**config.mk**
```make
export PLATFORM = sky130hd
export DESIGN_NAME = ifetch_unit
export DESIGN_NICKNAME = d
export VERILOG_FILES = /design/src/rtl/ifetch_unit_pkg.sv /design/src/rtl/ifu_fifo.sv /design/src/rtl/ifetch_unit.sv
export SDC_FILE = /design/constraint.sdc
export NUM_CORES = 1
export LEC_CHECK = 0
export CAP_MARGIN = 10
export CORE_UTILIZATION = 50
export DETAILED_ROUTE_END_ITERATION = 10
export GPL_ROUTABILITY_DRIVEN = 0
export GPL_TIMING_DRIVEN = 0
export PLACE_DENSITY = 0.88
export SLEW_MARGIN = 10
export SYNTH_ARGS = -nofsm -noshare
export SYNTH_HDL_FRONTEND = slang
export SYNTH_HIERARCHICAL = 1
export SYNTH_SLANG_ARGS = --single-unit
```
**constraint.sdc**
```tcl
create_clock -name clk_i -period 10.01 [get_ports clk_i]
set_input_delay 2.002 -clock clk_i [delete_from_list [all_inputs] [get_ports clk_i]]
set_output_delay 2.002 -clock clk_i [all_outputs]
set_load 0.05 [all_outputs]
```
**src/rtl/ifetch_unit_pkg.sv**
```systemverilog
// Shared fetch/decode definitions: FSM states, NOP word and common constants.
// The FAULT state exists only when IFU_MISALIGN_CHECK_EN is defined.
package ifetch_unit_pkg;

    localparam logic [31:0] NOP              = 32'h0000_0013;
    localparam logic [31:0] RESET_PC_DEFAULT = 32'h0000_0000;
    localparam int unsigned FIFO_W           = 64;

    localparam logic       WriteEnable = 1'b1;
    localparam logic [4:0] ZeroReg     = 5'd0;

    typedef enum logic [2:0] {
        S_IDLE  = 3'd0,
        S_REQ   = 3'd1,
        S_WAIT  = 3'd2,
        S_DRAIN = 3'd3,
        S_HOLD  = 3'd4
`ifdef IFU_MISALIGN_CHECK_EN
        ,
        S_FAULT = 3'd5
`endif
    } ifu_state_e;

endpackage

```
**src/rtl/ifu_fifo.sv**
```systemverilog
// Instruction buffer holding {pc, inst} pairs between fetch and decode.
// Flush wins over push/pop; push into a full buffer is legal alongside a pop.
module ifu_fifo
    import ifetch_unit_pkg::*;
#(
    parameter int DEPTH = 2,
    localparam int PW = $clog2(DEPTH),
    localparam int CW = $clog2(DEPTH + 1)
) (
    input  logic              clk,
    input  logic              rst,
    input  logic              flush,
    input  logic              push,
    input  logic              pop,
    input  logic [FIFO_W-1:0] wdata,
    output logic [FIFO_W-1:0] rdata,
    output logic [CW-1:0]     count,
    output logic              full,
    output logic              empty
);

    logic [FIFO_W-1:0] mem [DEPTH];
    logic [PW-1:0]     wr_ptr;
    logic [PW-1:0]     rd_ptr;
    logic              do_push;
    logic              do_pop;

    assign empty   = (count == '0);
    assign full    = (count == CW'(DEPTH));
    assign do_pop  = pop && !empty && !flush;
    assign do_push = push && (!full || do_pop) && !flush;
    assign rdata   = mem[rd_ptr];

    always_ff @(posedge clk or posedge rst) begin
        if (rst) begin
            wr_ptr <= '0;
            rd_ptr <= '0;
            count  <= '0;
        end else if (flush) begin
            wr_ptr <= '0;
            rd_ptr <= '0;
            count  <= '0;
        end else begin
            if (do_push) wr_ptr <= wr_ptr + PW'(1);
            if (do_pop)  rd_ptr <= rd_ptr + PW'(1);
            count <= count + CW'(do_push) - CW'(do_pop);
        end
    end

    always_ff @(posedge clk) begin
        if (do_push) mem[wr_ptr] <= wdata;
    end

endmodule

```
**src/rtl/ifetch_unit.sv**
```systemverilog
// Instruction fetch: PC, single-outstanding imem request FSM and decode buffer.
// Defining IFU_MISALIGN_CHECK_EN adds fetch_misaligned_o and the FAULT state.
module ifetch_unit
    import ifetch_unit_pkg::*;
#(
    parameter logic [31:0] RESET_PC   = RESET_PC_DEFAULT,
    parameter int          FIFO_DEPTH = 2
) (
    input  logic        clk_i,
    input  logic        rst_i,
    output logic        imem_req_o,
    output logic [31:0] imem_addr_o,
    input  logic        imem_gnt_i,
    input  logic        imem_rvalid_i,
    input  logic [31:0] imem_rdata_i,
    input  logic        redirect_i,
    input  logic [31:0] redirect_pc_i,
    output logic        inst_valid_o,
    input  logic        inst_ready_i,
    output logic [31:0] inst_o,
`ifdef IFU_MISALIGN_CHECK_EN
    output logic        fetch_misaligned_o,
`endif
    output logic [31:0] addr_o
);

    localparam int CW = $clog2(FIFO_DEPTH + 1);

    ifu_state_e        state;
    ifu_state_e        nxt;
    ifu_state_e        drain_exit;
    ifu_state_e        redirect_exit;
    logic [31:0]       pc;
    logic [31:0]       pc_req;
    logic [31:0]       target;
    logic              push;
    logic              pop;
    logic              pending;
    logic              empty;
    logic              full;
    logic [CW-1:0]     count;
    logic [CW-1:0]     cnt_after;
    logic [FIFO_W-1:0] rdata;

`ifdef IFU_MISALIGN_CHECK_EN
    logic fault;
    logic bad_target;

    assign bad_target         = (redirect_pc_i[1:0] != 2'b00);
    assign target             = redirect_pc_i;
    assign drain_exit         = fault ? S_FAULT : S_REQ;
    assign redirect_exit      = bad_target ? S_FAULT : S_REQ;
    assign fetch_misaligned_o = fault;
`else
    assign target        = redirect_pc_i & 32'hFFFF_FFFC;
    assign drain_exit    = S_REQ;
    assign redirect_exit = S_REQ;
`endif

    assign imem_addr_o  = pc;
    assign inst_valid_o = !empty;
    assign inst_o       = empty ? NOP : rdata[31:0];
    assign addr_o       = empty ? '0 : rdata[63:32];

    // A response is still owed to us after this cycle
    assign pending = ((state == S_WAIT || state == S_DRAIN) && !imem_rvalid_i)
                   || (state == S_REQ && imem_gnt_i);

    assign pop       = inst_valid_o && inst_ready_i && !redirect_i;
    assign push      = (state == S_WAIT) && imem_rvalid_i && !redirect_i;
    assign cnt_after = count + CW'(1) - CW'(pop);

    always_comb begin
        nxt = state;
        if (redirect_i) begin
            nxt = pending ? S_DRAIN : redirect_exit;
        end else begin
            unique case (state)
                S_IDLE:  nxt = S_REQ;
                S_REQ:   if (imem_gnt_i) nxt = S_WAIT;
                S_WAIT:  if (imem_rvalid_i)
                             nxt = (cnt_after < CW'(FIFO_DEPTH)) ? S_REQ : S_HOLD;
                S_HOLD:  if (!full) nxt = S_REQ;
                S_DRAIN: if (imem_rvalid_i) nxt = drain_exit;
`ifdef IFU_MISALIGN_CHECK_EN
                S_FAULT: nxt = S_FAULT;
`endif
                default: nxt = S_IDLE;
            endcase
        end
    end

    always_ff @(posedge clk_i or posedge rst_i) begin
        if (rst_i) begin
            state      <= S_IDLE;
            pc         <= RESET_PC;
            pc_req     <= '0;
            imem_req_o <= 1'b0;
`ifdef IFU_MISALIGN_CHECK_EN
            fault      <= 1'b0;
`endif
        end else begin
            state      <= nxt;
            imem_req_o <= (nxt == S_REQ);
            if (redirect_i) begin
                pc <= target;
            end else if (state == S_REQ && imem_gnt_i) begin
                pc     <= pc + 32'd4;
                pc_req <= pc;
            end
`ifdef IFU_MISALIGN_CHECK_EN
            if (redirect_i) fault <= bad_target;
`endif
        end
    end

    ifu_fifo #(
        .DEPTH (FIFO_DEPTH)
    ) u_fifo (
        .clk   (clk_i),
        .rst   (rst_i),
        .flush (redirect_i),
        .push  (push),
        .pop   (pop),
        .wdata ({pc_req, imem_rdata_i}),
        .rdata (rdata),
        .count (count),
        .full  (full),
        .empty (empty)
    );

endmodule
```
Yosys cells after proc, flatten, opt, wreduce, memory -nomap -nowiden
Memories as Yosys holds them, arrays and structs flattened. Index checks and enable logic that the tools add are counted.

Flip-flop bits (word level): 72. Bits in latches: 0. Memory bits (writable): 128. Memory bits (read-only): 0. Input port bits: 70. Memories: 1.

$add $sub $neg: 7. Multipliers: 0. Divide/modulo/power cells: 0. Magnitude comparators: 1. Equality and inequality tests: 6. Shifts and indexed selects: 0. Multiplexer cells: 19. Bitwise operators: 1. Reduce and logical (&&, ||, !) cells: 23.

Memories: u_fifo.mem (words 2, bits a word 64, rd ports 1, clocked after memory_dff 0, wr ports 1, RTL line ifu_fifo.sv:22) `logic [FIFO_W-1:0] mem [DEPTH];`.

Operator list (number): $mux 32 (4); $add 32x3->32 const B (1); $mux 3 (6); $pmux 3 s5 (1); $logic_and 1x1->1 (10); $eq 3x1->1 const B (2); $eq 3x2->1 const B (2); $mux 1 (6); $reduce_bool 2->1 (3); $logic_not 1->1 (4); $mux 2 (2); $sub 2x1->2 (2); $eq 3x3->1 const B (1); $logic_not 3->1 (1); $logic_or 1x1->1 (3); $add 1x1->1 const B (2); $add 2x1->2 (1); $add 2x1->2 const B (1); $eq 2x2->1 const B (1); $logic_not 2->1 (1); $lt 2x2->1 const B (1); $reduce_and 2->1 (1); $not 1->1 (1).

Logic depth before layout (Yosys ltp)
Gate-level depths: netlist of run 1.

Depth after elaboration: 12. Gate-level depth with buffers: 10. Depth with buffers taken out: 9.

By module
Netlist of run 1, hierarchy kept.

Modules (own cells, without submodules): ifu_fifo (times used 1, cells each 224, area each 4835.9 um^2, seq. area each 3943.8 um^2); ifetch_unit (times used 1, cells each 373, area each 3641.0 um^2, seq. area each 1601.5 um^2).

Least setup slack after synthesis of run 1
Ideal clock, no wire load.

Kind: input-to-reg. From: in redirect_i. To: mem u_fifo.mem[0][0], enable pin. Library setup time: 0.487 ns. Data arrival time: 5.678 ns. Data required time: 9.523 ns. Slack: 3.845 ns. Cell stages on the path: 6. Path buffers: 3. Cell sequence: clkbuf_1 -> clkbuf_1 -> clkbuf_1 -> nor3_1 -> nand3b_1 -> nor2_1.

Elaborated cells on any way between the ends: 10. Classes of those cells: mux: 2; reduce/logical: 8.

RTL lines: start: declaration (RTL line ifetch_unit.sv:16) `input logic redirect_i,`; $logic_not 1->1 (RTL line ifetch_unit.sv:70) `assign push = (state == S_WAIT) && imem_rvalid_i && !redirect_i;`; $logic_and 1x1->1 (RTL line ifetch_unit.sv:70); via push (RTL line ifetch_unit.sv:36) `logic push;`; $logic_and 1x1->1 (2 in a row) (RTL line ifu_fifo.sv:31) `assign do_push = push && (!full || do_pop) && !flush;`; $mux 1 (RTL line ifu_fifo.sv:51) `if (do_push) mem[wr_ptr] <= wdata;`; $mux 1 (implied by the code) (RTL line ifu_fifo.sv:51); end: declaration (RTL line ifu_fifo.sv:22).

The timed path passes the listed nets, and every way through them passes these cells.

Worst setup path after layout of run 1
From: reg u_fifo.count[1]. To: out addr_o[21].

Longest elaborated chain between the ends: 2.

RTL lines: start: declaration (RTL line ifu_fifo.sv:17) `output logic [CW-1:0] count,`; start signal: assignment (RTL line ifu_fifo.sv:46) `count <= count + CW'(do_push) - CW'(do_pop);`; $logic_not 2->1 (RTL line ifu_fifo.sv:28) `assign empty = (count == '0);`; via empty (RTL line ifetch_unit.sv:39) `logic empty;`; $mux 32 (RTL line ifetch_unit.sv:63) `assign addr_o = empty ? '0 : rdata[63:32];`; end: declaration (RTL line ifetch_unit.sv:24) `output logic [31:0] addr_o`.

The timed path passes the listed nets, and every way through them passes these cells.

==> results.tsv, run 1 <==
stage	metric	value	unit
timing	rsz0062_at_grt	no	
floorplan	core-area	0.0166	mm^2
synth	ys_types	48	
placed_design	dpl_cell_area	0.0105	mm^2
layout	drive_gt1_share	20.3	%
route	drc	0	
route	ant_nets	0	
synth	syn_avg_cell_area	14.2	um^2
floorplan	start_util	51.1	%
synth	ys_ff_latch	196	
route	post_drt_wl_per_cell	18.6	um
timing	final-hold-violation-count	0	
timing	tns	0	ns
critical_path	crit_path_max_fanout	10	
floorplan	die_area	0.0175	mm^2
timing	period_share	50.8	%
worst_hold_path	min_path_type	flop to flop	
timing	maxSlewViolCount	0	
route	drt_pass1_iterations	5	
critical_path	path_class	flop to output pin	
timing	fin_hold_ws	0.462	ns
synth	synth_area	0.00848	mm^2
placed_design	portBuffers	163	
route	vias	5611	
clocking	clk_pin_slew_worst_paths	0.07	ns
floorplan	dieHeight	132	um
floorplan	dieWidth	132	um
global_route	grt_remaining_overflow	0	
global_route	grt_pass1_vias	5474	
synth	yosysWarnings	6	
clocking	cts_htree_levels	4	
clocking	insertion_delay	0.43	ns
clocking	cts_resized	0	
worst_hold_path	holdPathStages	0	
route	drtIter0Drc	391	
power_and_ir_drop	p_leak	0.00391	uW
synth	ys.flop_type	edfxtp_1	
clocking	post-cts-setup-buffers	0	
power_and_ir_drop	power_density	171	mW/mm^2
critical_path	crit_required	8.01	ns
synth	synth-async-reset-ratio	34.7	%
route	drt_wl_total	19000	um
timing	maxSlewHeadroom	50.3	%
clocking	cts.sinks	196	
critical_path	worstPathArrival	3.08	ns
synth	synth_edf_count	128	
critical_path	cp-start-kind	flop	
layout	areaGrowthSynthToFinish	30.5	%
timing	tightestPinTransition	0.746	ns
global_route	grt_pass1_wl	29700	um
placed_design	dpl.hpwl	13200	um
power_and_ir_drop	ir_drop	0.000135	V
clocking	clk_path_buf_depth	2	
timing	finalSetupViolCount	0	
run	maxCapViolations	0	
outcome	status	complete, no violations	
layout	fin_area	0.0111	mm^2
timing	timing.fmax	0.197	GHz
timing	period_needed	5.08	ns
global_route	grt_max_degree	34	
global_route	grt_util_all_layers	22.3	%
synth	synth.yosys.seq_area_share	65.4	%
floorplan	rows	47	
clocking	cts_tree	done	
route	viasPerCell	5.49	
clocking	numCtsBuffers	17	
floorplan	ios	168	
clocking	cts-root-buf	clkbuf_16	
global_route	antenna_found_initial	0	
layout	nNetsFinal	862	
clocking	postCtsHoldBufs	0	
layout	antenna_cells	0	
critical_path	end_kind	output pin	
synth	netlist_instances	597	
timing	clock_skew	0.00942	ns
critical_path	reg2reg_depth	6	
## logic make-up (layout without fill, tap and decap cells)
| kind of cell | count (synthesis) | count (layout) | share of synthesized area (%) |
|---|---|---|---|
| flip-flops | 196 | 196 | 65.4 |
| adder cells (fa/ha/maj) | 3 | 3 | 0.443 |
| other | 1 | 6 | 0.0442 |
| AO/OA/AOI/OAI | 55 | 55 | 4.25 |
| multiplexers | 95 | 95 | 12.6 |
| AND/OR/NAND/NOR | 192 | 192 | 13.6 |
| XOR/XNOR | 11 | 11 | 1.14 |
| buffers and inverters | 44 | 244 | 2.52 |
## routing by layer
metal | track usage, % | up-vias | wire length [um]
li1 | - | 2584 | -
met1 | 29.7 | 2764 | 8190
met2 | 36.2 | 229 | 9220
met3 | 5.15 | 34 | 1180
met4 | 7.66 | 0 | 382
met5 | 0 | - | 0
## flip-flops by register name, indices dropped and copies added, names as in the netlist
name / count
imem_req_o: 1
u_fifo/mem: 128
u_fifo/rd_ptr: 1
pc_req: 30
state: 3
u_fifo/count: 2
u_fifo/wr_ptr: 1
imem_addr_o: 30
## final timing paths
kind | from | slack (ns) | endpoint
worst max-delay path | u_fifo/count[1] | 4.93 | addr_o[21]
worst min-delay path | pc_req[17] | 0.46 | u_fifo/mem[0][49]
worst min register to register | pc_req[17] | 0.46 | u_fifo/mem[0][49]
min in group asynchronous | rst_i | 1.85 | u_fifo/wr_ptr
max in group asynchronous | rst_i | 7.54 | pc_req[2]
worst max register to register | u_fifo/count[1] | 7.54 | u_fifo/mem[0][52]
## power by group
group          total [uW]  switching, uW  internal (uW)
Combinational         238            128            110
Sequential           1020           63.2            960
Clock                 625            290            335
## critical path, stage by stage (launching register included)
cell	delay, ns
dfrtp_1	0.46
nor2_1	0.31
clkbuf_1	0.61
clkbuf_1	0.42
nor2b_1	0.12
clkdlybuf4s50_1	0.73
## Yosys cell counts (all sizes together) (2+ instances only)
cell    count  share of area [%]
edfxtp    128                 45
mux2       94                 12
dfrtp      68                 20
nor2b      65                4.8
nand2      27                1.2
nand3      21                1.2
nor2       20               0.89
buf        19                1.4
o21ai      18                1.1
clkbuf     15               0.66
a31oi      12               0.89
nand4      12                1.4
or4        11               0.97
inv        10               0.44
xor2        8               0.83
o31ai       7               0.62
and4        6               0.62
o211ai      6               0.53
and3        5               0.38
nor3        5               0.30
or2         4               0.30
and2        3               0.22
ha          3               0.44
o311ai      3               0.31
or3         3               0.22
xnor2       3               0.31
a211o       2               0.21
a21oi       2               0.12
nand2b      2               0.15
nand3b      2               0.18
## area by class of cell
cell class / count / area [um^2]
flip-flops and latches: 196 / 5550
fillers: 1175 / 5520
multi-input cells: 362 / 2750
repair buffers: 168 / 1730
clock buffers: 22 / 465
well taps: 220 / 275
plain buffers: 34 / 176
clock inverters: 10 / 73.8
inverters: 10 / 40.0
## through the flow
step | setup slack [ns] | std cells | total power, uW | util, %
final | 4.93 | 1022 | 1890 | 66.7
after global routing | 4.76 | 1022 | 1950 | 66.7
after CTS | 4.89 | 1022 | 1890 | 66.7
after detailed placement | 4.86 | 990 | 1280 | 63.4
after global placement | 1.22 | 985 | 1260 | 62.7
after floorplan | 3.84 | 602 | 1170 | -
## layout by cell type, fill, tap and decap left out, types with 11 or more instances in the layout
master | Yosys | final
nor2b_1 | 65 | 65
or4_1 | 11 | 11
nor2_1 | 20 | 18
nand3_1 | 21 | 21
mux2_2 | 94 | 94
o21ai_0 | 17 | 17
clkbuf_16 | 0 | 17
edfxtp_1 | 128 | 128
dfrtp_1 | 68 | 68
clkdlybuf4s50_1 | 0 | 163
buf_2 | 12 | 12
nand2_1 | 27 | 27
a31oi_1 | 12 | 12
clkbuf_1 | 15 | 16
Power figures use the tool's default switching activity.
==> run 2: changes to the inputs <==
CORE_UTILIZATION = 47   (was 50)
PLACE_DENSITY = 0.87   (was 0.88)
clock period = 4.65 ns   (was 10.01 ns; I/O delays follow)
==> results.tsv, run 2 (synthesis gave the netlist of run 1 again) <==
stage	metric	value	unit	change
timing	final-hold-violation-count	0		unchanged
floorplan	rows	48		+2.1%
outcome	status	complete, no violations		
timing	clock_skew	0.0100	ns	+0.000622 ns
layout	nNetsFinal	862		unchanged
power_and_ir_drop	totalPowerFinal	4200	uW	+120%
layout	largest_reg_flops	128		unchanged
floorplan	dieHeight	136	um	+3.1%
clocking	postCtsHoldBufs	0		unchanged
critical_path	worstPathArrival	3.13	ns	+0.05 ns
global_route	antenna_found_initial	0		unchanged
worst_hold_path	min_path_type	flop to flop		
layout	antenna_cells	0		unchanged
route	post_drt_wl_per_cell	18.9	um	+1.7%
floorplan	dieWidth	136	um	+3.1%
clocking	cts_resized	0		unchanged
placed_design	portBuffers	163		unchanged
clocking	cts_tree	done		
clocking	cts_htree_levels	4		unchanged
floorplan	start_util	48.5	%	-2.6 points
worst_hold_path	holdPathStages	0		unchanged
global_route	grt_pass1_vias	5583		+2.0%
route	vias	5700		+1.6%
timing	tightestPinTransition	0.763	ns	+0.0172 ns
layout	regMostFlops	u_fifo/mem		
power_and_ir_drop	switching_share	24.8	%	-0.74 points
layout	fill_cells	1314		+12%
route	drtIter0Drc	400		+2.3%
global_route	grt_pass1_wl	29700	um	+0.19%
worst_hold_path	whs_endpoint	u_fifo/mem[1][60]		
floorplan	core-area	0.0175	mm^2	+5.4%
critical_path	path_class	flop to output pin		
floorplan	ios	168		unchanged
critical_path	startpoint	u_fifo/count[1]		
floorplan	die_area	0.0186	mm^2	+6.3%
power_and_ir_drop	power_density	376	mW/mm^2	+120%
timing	maxSlewViolCount	0		unchanged
layout	fin_cells	1027		+0.49%
layout	layout_common_cells	clkdlybuf4s50_1, edfxtp_1, mux2_2		
global_route	grt_remaining_overflow	0		unchanged
route	drt_wl_total	19400	um	+2.2%
clocking	insertion_delay	0.42	ns	about the same
timing	period_share	87.4	%	
critical_path	r2r-end	u_fifo/mem[1][48]		
route	viasPerCell	5.55		+1.1%
placed_design	place_inst	995		+0.51%
run	maxCapViolations	0		unchanged
route	drt_pass1_iterations	5		unchanged
critical_path	reg2reg_slack	2.09	ns	-5.45 ns
placed_design	dpl.hpwl	13600	um	+2.5%
timing	timing.fmax	0.246	GHz	
layout	fin_util	63.8	%	-2.9 points
power_and_ir_drop	ir_drop	0.000249	V	+85%
power_and_ir_drop	p_int	3160	uW	+120%
clocking	post-cts-setup-buffers	0		unchanged
clocking	clk_path_buf_depth	2		unchanged
layout	mostFrequentLayoutCell	clkdlybuf4s50_1		
layout	areaGrowthSynthToFinish	31.6	%	
clocking	clk_pin_slew_worst_paths	0.07	ns	about the same
critical_path	cp-start-kind	flop		
layout	drive_gt1_share	20.3	%	unchanged
route	drc	0		unchanged
clocking	cts.sinks	196		unchanged
worst_hold_path	holdCritStartpoint	pc_req[28]		
global_route	grt_max_degree	65		+91%
route	ant_nets	0		unchanged
critical_path	end_kind	output pin		
power_and_ir_drop	power_frac_comb	12.1	%	-0.5 points
timing	rsz0062_at_grt	no		
critical_path	reg2reg_from	u_fifo/count[1]		
power_and_ir_drop	p_clk_share	35.5	%	+2.4 points
power_and_ir_drop	switching_power	1040	uW	+120%
timing	finalSetupViolCount	0		unchanged
critical_path	reg2reg_depth	6		unchanged
critical_path	crit_path_max_fanout	10		unchanged
power_and_ir_drop	p_leak	0.00394	uW	+0.73%
timing	maxSlewHeadroom	49.0	%	-1.3 points
power_and_ir_drop	seqPwrFrac	52.4	%	-1.8 points
clocking	cts-root-buf	clkbuf_16		
timing	finalWorstSetupSlack	0.587	ns	-4.34 ns
global_route	grt_util_all_layers	21.5	%	-0.79 points
timing	period_needed	4.06	ns	
critical_path	crit_required	3.72	ns	-4.29 ns
clocking	numCtsBuffers	17		unchanged
placed_design	place_ws	0.360	ns	-4.50 ns
## run 2: changes by cell type in the layout (fill, tap and decap cells not counted), moves of 2 or more
cell / delta
buf_12: -3
clkinvlp_4: +2
buf_16: +3
clkbuf_4: -3
bufinv_16: +3
inv_4: -2
## run 2: power by group through the flow
stage / Sequential [uW] / Combinational [uW] / Clock, uW
2_1_floorplan: 2290 / 230 / 0
3_3_place_gp: 2220 / 492 / 0
3_5_place_dp: 2240 / 509 / 0
4_1_cts: 2200 / 514 / 1520
5_1_grt: 2220 / 545 / 1580
6_report: 2200 / 510 / 1490
## run 2: critical path: stages (launching register included)
cell	delay, ns
dfrtp_1	0.44
nor2_1	0.34
clkbuf_1	0.63
clkbuf_1	0.45
nor2b_1	0.13
clkdlybuf4s50_1	0.72
## run 2: per-layer routing
| layer | vias to the layer above | wire (um) | global-route usage (%) |
|---|---|---|---|
| met3 | 45 | 1340 | 5.41 |
| met1 | 2804 | 7970 | 27.4 |
| met2 | 254 | 9490 | 35.2 |
| met4 | 0 | 586 | 8.46 |
| li1 | 2597 | - | - |
| met5 | - | 0 | 0 |
## run 2: final cells by class
type                            instances  area, um^2  share of cell area, %
Buffer                                 34         176                   1.58
Clock buffer                           18         429                   3.85
Clock inverter                         14         178                   1.59
Inverter                               10        40.0                  0.359
Multi-Input combinational cell        362        2750                   24.7
Sequential cell                       196        5550                   49.7
Tap cell                              225         282                   2.52
Timing Repair Buffer                  168        1750                   15.7
## run 2: how the worst max path moves through the flow
stage / slack, ns / end / cells past startpoint
6_report: 0.59 / addr_o[12] / 5
3_3_place_gp: -3.08 / u_fifo/mem[1][23] / 7
2_1_floorplan: -0.44 / u_fifo/mem[0][0] / 6
4_1_cts: 0.51 / addr_o[12] / 5
3_5_place_dp: 0.36 / u_fifo/mem[1][17] / 8
5_1_grt: 0.43 / addr_o[12] / 5
## run 2: per-stage QoR
stage / hold slack [ns] / setup TNS, ns / area (um^2)
floorplan: 0.438 / -56.71 / 8500
global placement: 0.442 / -393.16 / 10400
detailed placement: 0.453 / 0 / 10500
CTS: 0.470 / 0 / 11200
global route: 0.478 / 0 / 11200
finish: 0.467 / 0 / 11200
==> run 3: changes to the inputs <==
CORE_MARGIN = 2   (was default)
==> results.tsv, run 3 (synthesis gave the netlist of run 1 again) <==
stage	metric	value	unit	change
outcome	status	complete, no violations		
clocking	clk_pin_slew_worst_paths	0.07	ns	about the same
timing	maxSlewHeadroom	48.0	%	-1.0 points
clocking	cts_resized	0		unchanged
floorplan	die_area	0.0191	mm^2	+3.0%
route	ant_nets	0		unchanged
timing	tns	0	ns	unchanged
layout	largest_reg_flops	128		unchanged
critical_path	worstPathArrival	3.05	ns	-0.08 ns
clocking	cts_htree_levels	4		unchanged
placed_design	dpl.hpwl	13200	um	-2.9%
critical_path	crit_path_frequent_cell	clkbuf_1		
placed_design	portBuffers	163		unchanged
layout	nNetsFinal	861		-0.12%
critical_path	crit_required	3.72	ns	about the same
power_and_ir_drop	p_leak	0.00391	uW	-0.85%
clocking	cts_tree	done		
timing	period_needed	3.98	ns	-0.0869 ns
floorplan	ios	168		unchanged
timing	final-hold-violation-count	0		unchanged
power_and_ir_drop	power_density	372	mW/mm^2	-1.2%
global_route	grt_remaining_overflow	0		unchanged
floorplan	dieWidth	138	um	+1.5%
clocking	numCtsBuffers	17		unchanged
timing	period_share	85.5	%	-1.9 points
route	drtIter0Drc	392		-2.0%
floorplan	rows	49		+2.1%
placed_design	place_ws	0.517	ns	+0.157 ns
run	maxCapViolations	0		unchanged
clocking	clk_path_buf_depth	2		unchanged
timing	finalWorstSetupSlack	0.674	ns	+0.0869 ns
route	route.met3.wl	1020	um	-24%
placed_design	place_inst	998		+0.30%
global_route	grt_max_degree	65		unchanged
layout	fill_cells	1298		-1.2%
clocking	cts-root-buf	clkbuf_16		
layout	drive_gt1_share	20.2	%	-0.099 points
timing	finalSetupViolCount	0		unchanged
layout	mostFrequentLayoutCell	clkdlybuf4s50_1		
timing	fin_hold_ws	0.475	ns	+0.00820 ns
timing	maxSlewViolCount	0		unchanged
floorplan	start_util	47.5	%	-0.99 points
critical_path	critPathMaxStageDelay	0.77	ns	+0.05 ns
critical_path	cp_slowest_cell	clkdlybuf4s50_1		
timing	timing.fmax	0.252	GHz	+2.2%
floorplan	core-area	0.0178	mm^2	+2.1%
clocking	insertion_delay	0.43	ns	about the same
floorplan	dieHeight	138	um	+1.5%
worst_hold_path	min_path_type	flop to flop		
timing	rsz0062_at_grt	no		
global_route	grt_util_all_layers	20.0	%	-1.5 points
route	top_layer	met4		
route	drc	0		unchanged
timing	tightestPinTransition	0.780	ns	+0.0173 ns
route	vias	5607		-1.6%
critical_path	crit_chain	nor2_1 > clkbuf_1 > clkbuf_1 > nor2b_1 > clkdlybuf4s50_1		
critical_path	crit_path_max_fanout	10		unchanged
layout	areaGrowthSynthToFinish	30.7	%	
clocking	cts.sinks	196		unchanged
route	wl_met2	9670	um	+1.9%
critical_path	cp-start-kind	flop		
route	viasPerCell	5.44		-1.9%
clocking	post-cts-setup-buffers	0		unchanged
route	post_drt_wl_per_cell	18.3	um	-3.1%
layout	antenna_cells	0		unchanged
power_and_ir_drop	ir_drop	0.000248	V	-0.29%
global_route	antenna_found_initial	0		unchanged
global_route	grt_pass1_wl	30100	um	+1.3%
route	drt_pass1_iterations	5		unchanged
layout	fin_cells	1030		+0.29%
global_route	grt_pass1_vias	5730		+2.6%
critical_path	path_class	flop to output pin		
route	wirelength_met1	7830	um	-1.7%
timing	clock_skew	0.0132	ns	+0.00312 ns
route	drt_wl_total	18800	um	-2.8%
layout	regMostFlops	u_fifo/mem		
clocking	postCtsHoldBufs	0		unchanged
layout	layout_common_cells	clkdlybuf4s50_1, edfxtp_1, mux2_2		
critical_path	end_kind	output pin		
run 3: final cells by class:
type,count,area [um^2],share of cell area [%]
Multi-Input combinational cell,362,2750,24.8
Buffer,34,176,1.59
Sequential cell,196,5550,50.0
Clock buffer,18,429,3.87
Tap cell,229,287,2.59
Inverter,10,40.0,0.361
Clock inverter,14,141,1.28
Timing Repair Buffer,167,1710,15.4
run 3: where the power goes:
group          internal [uW]  switching, uW
Combinational            236            275
Sequential              2060            156
Clock                    714            676
run 3: per-layer routing:
metal,vias up,GRT usage [%]
met3,30,3.74
met5,-,0
met2,251,33.3
met1,2733,26.0
li1,2593,-
met4,0,8.16
run 3: final timing paths:
| kind | endpoint | slack (ns) | cells after the start | startpoint |
|---|---|---|---|---|
| worst max-delay path | addr_o[15] | 0.67 | 5 | u_fifo/count[1] |
| worst min-delay path | u_fifo/mem[0][61] | 0.48 | 0 | pc_req[29] |
| worst max register to register | u_fifo/mem[1][5] | 2.25 | 6 | u_fifo/count[1] |
| worst min register to register | u_fifo/mem[0][61] | 0.48 | 0 | pc_req[29] |
| max in group asynchronous | imem_addr_o[28] | 3.05 | 2 | rst_i |
| min in group asynchronous | u_fifo/wr_ptr | 0.84 | 2 | rst_i |
run 3: metrics by stage:
| stage | instance area (um^2) | power [uW] | util (%) |
|---|---|---|---|
| 2_1_floorplan | 8500 | 2510 | - |
| 3_3_place_gp | 10400 | 2710 | 58.4 |
| 6_report | 11100 | 4120 | 62.1 |
| 4_1_cts | 11100 | 4150 | 62.1 |
| 3_5_place_dp | 10500 | 2750 | 58.9 |
| 5_1_grt | 11100 | 4280 | 62.1 |
run 3: worst max-delay path, delay by kind of cell, from the launching register on:
kind / cells / cell delay [ns]
flops: 1 / 0.45
simple gates: 2 / 0.40
buf+inv: 3 / 1.77
